### config.mk
export PLATFORM = sky130hd
export DESIGN_NAME = rr_scan4
export DESIGN_NICKNAME = d
export VERILOG_FILES = /design/src/rtl/rr_scan4.sv
export SDC_FILE = /design/constraint.sdc
export NUM_CORES = 1
export LEC_CHECK = 0
export CORE_ASPECT_RATIO = 0.7
export CORE_MARGIN = 2
export CORE_UTILIZATION = 30
export CTS_BUF_LIST = sky130_fd_sc_hd__clkbuf_8
export DETAILED_ROUTE_END_ITERATION = 8
export DONT_BUFFER_PORTS = 1
export MAX_ROUTING_LAYER = met4
export SLEW_MARGIN = 10
export SYNTH_ARGS = -nofsm -noshare
export SYNTH_HDL_FRONTEND = slang
export SYNTH_SLANG_ARGS = --single-unit
### constraint.sdc
create_clock -name clk -period 3.8 [get_ports clk]
set_input_delay 0.38 -clock clk [delete_from_list [all_inputs] [get_ports clk]]
set_output_delay 0.38 -clock clk [all_outputs]
set_load 0.1 [all_outputs]
### src/rtl/rr_scan4.sv
// ----------------------------------------------------------------------------
// rr_scan4
//
// Round-robin scanning arbiter for four request channels. It grants one
// channel at a time. The granted channel streams single-bit beats downstream
// under a valid/ready handshake. The grant moves on when either of these
// happens:
//   - the channel has delivered HOLD_MAX beats, or
//   - the channel drops its request.
// Each new grant is chosen by a one-cycle arbitration step. That step scans
// forward from the channel after the last one served, so all channels get a
// fair share.
//
// States:
//   IDLE  : nothing requested, outputs quiet
//   ARB   : one-cycle bubble where the next channel is picked
//   SERVE : grant held, valid_out high, beats counted on each transfer
//
// Parameters:
//   HOLD_MAX   maximum beats accepted per grant before rotation (1..15)
//
// Ports:
//   clk        in   rising-edge clock for all state
//   rst_n      in   asynchronous active-low reset
//   req_in     in   [3:0] per-channel request
//   data_in    in   [3:0] per-channel current data bit
//   ready_in   in   downstream accepts the current beat
//   sel_out    out  [1:0] registered index of the granted channel
//   grant_out  out  [3:0] registered one-hot grant, zero when no grant
//   valid_out  out  registered, high only while serving
//   y_out      out  data bit of the granted channel while valid, else 0
// ----------------------------------------------------------------------------
module rr_scan4 #(
   parameter int HOLD_MAX = 4
) (
   input  logic       clk,
   input  logic       rst_n,
   input  logic [3:0] req_in,
   input  logic [3:0] data_in,
   input  logic       ready_in,
   output logic [1:0] sel_out,
   output logic [3:0] grant_out,
   output logic       valid_out,
   output logic       y_out
);

   localparam logic [1:0] S_IDLE  = 2'd0;
   localparam logic [1:0] S_ARB   = 2'd1;
   localparam logic [1:0] S_SERVE = 2'd2;

   // An out-of-range HOLD_MAX is pulled into 1..15. This keeps the 4-bit beat
   // counter from ever needing a value it cannot hold.
   localparam int HOLD_CLAMP = (HOLD_MAX < 1)  ? 1  :
                               (HOLD_MAX > 15) ? 15 : HOLD_MAX;
   localparam logic [3:0] HOLD_LIM = 4'(HOLD_CLAMP);

   logic [1:0] r_state;
   logic [1:0] r_ptr;
   logic [1:0] r_sel;
   logic [3:0] r_grant;
   logic       r_valid;
   logic [3:0] r_beatCount;

   logic       w_anyReq;
   logic [1:0] w_cand;
   logic [1:0] w_pickIdx;
   logic [3:0] w_pickOneHot;
   logic       w_xfer;
   logic [3:0] w_beatInc;
   logic       w_holdDone;
   logic       w_reqLost;
   logic       w_serveExit;

   assign w_anyReq = |req_in;

   // Scan the four channels starting at the rotation pointer. The loop runs
   // from the farthest offset back to the pointer itself. Each later hit
   // overwrites an earlier one, so the hit nearest to the pointer is kept.
   // When nothing is requested, the pick is unused.
   always_comb begin
      w_cand    = r_ptr;
      w_pickIdx = r_ptr;
      for (int k = 3; k >= 0; k--) begin
         w_cand = r_ptr + 2'(k);
         if (req_in[w_cand]) begin
            w_pickIdx = w_cand;
         end
      end
   end

   assign w_pickOneHot = 4'b0001 << w_pickIdx;

   // A beat moves only while serving and the sink is ready. The counter is
   // held at the limit instead of wrapping. This is a safety net: reaching
   // the limit always forces an exit on the same edge.
   assign w_xfer     = r_valid & ready_in;
   assign w_beatInc  = (r_beatCount == HOLD_LIM) ? r_beatCount
                                                 : r_beatCount + 4'd1;
   assign w_holdDone = w_xfer && (w_beatInc == HOLD_LIM);
   assign w_reqLost  = ~req_in[r_sel];
   assign w_serveExit = w_holdDone | w_reqLost;

   // State sequencing. IDLE waits for any request. ARB always lasts one
   // cycle: it either loads a new grant or falls back to IDLE with the
   // pointer untouched. SERVE counts transfers. A transfer on the exit edge
   // still counts, even when the request drops on that edge. Every exit
   // advances the pointer past the channel just served.
   always_ff @(posedge clk or negedge rst_n) begin
      if (!rst_n) begin
         r_state     <= S_IDLE;
         r_ptr       <= 2'd0;
         r_sel       <= 2'd0;
         r_grant     <= 4'b0000;
         r_valid     <= 1'b0;
         r_beatCount <= 4'd0;
      end else begin
         case (r_state)
            S_IDLE: begin
               r_grant <= 4'b0000;
               r_valid <= 1'b0;
               if (w_anyReq) begin
                  r_state <= S_ARB;
               end
            end
            S_ARB: begin
               if (w_anyReq) begin
                  r_state     <= S_SERVE;
                  r_sel       <= w_pickIdx;
                  r_grant     <= w_pickOneHot;
                  r_valid     <= 1'b1;
                  r_beatCount <= 4'd0;
               end else begin
                  r_state <= S_IDLE;
                  r_grant <= 4'b0000;
                  r_valid <= 1'b0;
               end
            end
            S_SERVE: begin
               if (w_xfer) begin
                  r_beatCount <= w_beatInc;
               end
               if (w_serveExit) begin
                  r_state <= S_ARB;
                  r_ptr   <= r_sel + 2'd1;
                  r_grant <= 4'b0000;
                  r_valid <= 1'b0;
               end
            end
            default: begin
               r_state <= S_IDLE;
               r_grant <= 4'b0000;
               r_valid <= 1'b0;
            end
         endcase
      end
   end

   // The data path is a plain 4:1 mux driven by the registered select. It is
   // gated by valid, so y_out drops as soon as the grant ends or reset hits.
   assign y_out     = r_valid & data_in[r_sel];
   assign sel_out   = r_sel;
   assign grant_out = r_grant;
   assign valid_out = r_valid;

endmodule

==> results.json <==
{
  "initial_core_util_pct": 32.5,
  "gp_congestion": 0.792,
  "ant_nets": 0,
  "clk_root_buffer_cell": "clkbuf_8",
  "ys_ff_latch": 15,
  "finClkSkew_ns": 0.00146,
  "async_flop_share_pct": 100,
  "routed_wl_microns": 1900,
  "synth.cell_area_sq_um": 945,
  "synth-edff-count": 0,
  "switchingPower_uw": 500,
  "synth_top_cell_by_area": "dfrtp_1",
  "diodes": 0,
  "vias": 704,
  "synthFlopType": "dfrtp_1",
  "cts_buffers": 3,
  "drc": 0,
  "clkSlewWorstSetupHoldPaths_ns": 0.06,
  "share_comb_of_total_power_pct": 42.5,
  "layout-drive-gt1-share_pct": 17.4,
  "hp-class": "primary input to flop",
  "grt_max_degree": 16,
  "ys.warnings.count": 0,
  "cp.arrival_ns": 2.39,
  "yosys-top-cells-area": "dfrtp_1 (40%), nor2b_1 (4.0%), nand3_1 (3.7%)",
  "dp_hpwl_microns": 1480,
  "swShare_pct": 53.5,
  "fmax_mhz": 361,
  "cts_buffer_depth": 2,
  "grt_use_total_pct": 11.8,
  "dr.pass1.iters": 4,
  "setup_tns_ns": 0,
  "insertion_delay_ns": 0.24,
  "synth_fp_nets": 99,
  "fp.dieW_microns": 71.1,
  "synth_top_area_share_pct": 39.7,
  "crit_required_ns": 3.42,
  "maxSlewHeadroom_pct": 31.5,
  "synthCells": 86,
  "pin_count": 19,
  "ys_seq_area_share_pct": 39.7,
  "antenna_found_initial": 0,
  "min_period_over_period_pct": 72.8,
  "slew_viol_final": 0,
  "nNetsFinal": 106,
  "ir_drop_mv": 0.602,
  "rows": 16,
  "yosysMostFrequentCell": "dfrtp_1",
  "maxCapViolations": 0,
  "core_area_sq_um": 2900,
  "synth_cell_types": 42,
  "die-area_sq_um": 3620,
  "leakage_nw": 0.450,
  "areaGrowthSynthToFinish_pct": 11.1,
  "clkPwrFrac_pct": 13.8,
  "rsz0062_at_grt": "no",
  "h-tree-depth": 1,
  "grt_pass1_wl_microns": 3260,
  "status": "complete, no violations",
  "p_int_uw": 436,
  "worst_setup_path_end_kind": "output pin",
  "hold_viol": 0,
  "cts_sinks": 15,
  "avgSynthCellArea_sq_um": 11.0,
  "cts_tree": "yes",
  "power_density_nw_per_um2": 892,
  "timing.setup.critical_path_class": "flop to output pin",
  "viasPerCell": 5.50,
  "avgRoutedWirePerCell_microns": 14.9,
  "synthTopCellsByCount": "dfrtp_1 (15), nand3_1 (7), nor2b_1 (6), o21ai_0 (5)",
  "tightest_slew_ns": 1.03,
  "gr-total-overflow": 0,
  "worstPathMaxFanout": 5,
  "period_needed_ns": 2.77,
  "setup_viol": 0,
  "drt_iter0_drc": 31,
  "power_frac_seq_pct": 43.7,
  "power_uw": 936,
  "port_buffers": 0,
  "grt_pass1_vias": 707,
  "cp-start-kind": "flop",
  "die_y_microns": 51.0
}
-- final cells by class --
type / instances / area (sq um)
clock buffers: 3 / 41.3
clock inverters: 1 / 5.00
fillers: 284 / 1850
inverters: 4 / 15.0
multi-input cells: 66 / 543
flip-flops and latches: 15 / 375
well taps: 36 / 45.0
repair buffers: 3 / 25.0
-- power groups by stage --
stage	sequential [mW]	clock (mW)	combinational [mW]
after floorplan	0.474	0	0.269
after global placement	0.411	0	0.387
after detailed placement	0.412	0	0.395
after CTS	0.409	0.134	0.402
after global routing	0.421	0.141	0.430
final	0.409	0.129	0.398
-- flip-flops by register name (all words and copies together) (netlist names) --
signal       flops
valid_out        1
r_ptr            2
r_beatCount      4
grant_out        4
sel_out          2
r_state          2
-- stage by stage --
stage	hold WS (ns)	worst slack (ns)	std cells	util (%)	instance area (sq um)
3_5_place_dp	0.0848	1.28	123	34.2	993
6_report	0.452	1.03	128	36.2	1050
2_1_floorplan	0.0844	1.30	86	-	945
3_3_place_gp	0.0848	1.30	123	34.2	993
5_1_grt	0.455	0.976	128	36.2	1050
4_1_cts	0.436	1.01	128	36.2	1050
-- cells by family (layout without fill, tap and decap cells) --
family | count (synthesis) | in the layout | synth area share [%]
fa+ha+maj | 2 | 2 | 2.65
mux | 5 | 5 | 9.01
simple gates | 35 | 35 | 22.8
flops | 15 | 15 | 39.7
buf+inv | 5 | 11 | 2.78
compound gates | 22 | 22 | 21.2
xor+xnor | 2 | 2 | 1.85
-- path summary, 6_finish.rpt --
check	startpoint	endpoint	slack, ns	cells past startpoint
min in group asynchronous	rst_n	r_beatCount[3]$_DFFE_PN0P_	0.61	1
setup reg to reg	sel_out[1]$_DFFE_PN0P_	r_ptr[1]$_DFFE_PN0P_	1.57	4
max in group asynchronous	rst_n	r_state[0]$_DFFE_PN0P_	2.75	1
hold reg to reg	r_state[0]$_DFFE_PN0P_	r_state[0]$_DFFE_PN0P_	0.51	1
setup / recovery	sel_out[1]$_DFFE_PN0P_	y_out	1.03	2
hold / removal	req_in[0]	sel_out[0]$_DFFE_PN0P_	0.45	3
-- critical path, stage by stage (launching register included) --
cell and delay, ns:
dfrtp_1 1.02, mux4_2 0.36, and2_1 0.76
-- placed cells by master, fill, tap and decap left out, drive strengths merged, types with 3 or more instances in the layout --
cell type / Yosys / final
nand2: 4 / 4
clkbuf: 0 / 3
or2: 3 / 3
dfrtp: 15 / 15
nand3: 7 / 7
inv: 4 / 4
o31ai: 4 / 4
o21ai: 6 / 6
nor2b: 6 / 6
-- routing by layer --
| layer | wire [microns] | global-route usage, % | vias to the layer above |
|---|---|---|---|
| li1 | - | - | 338 |
| met1 | 894 | 14.9 | 345 |
| met2 | 866 | 18.5 | 19 |
| met3 | 136 | 4.93 | 2 |
| met4 | 6 | 1.26 | 0 |
| met5 | 0 | - | - |
-- what timing repair did --
| item | 4_1_cts | 5_1_grt |
|---|---|---|
| buffers inserted | 0 | 0 |
| endpoints found under the hold margin | 15 | 0 |
| gates resized for setup | 0 | 0 |
| hold buffers | 1 | 0 |
Power figures use the tool's default switching activity.
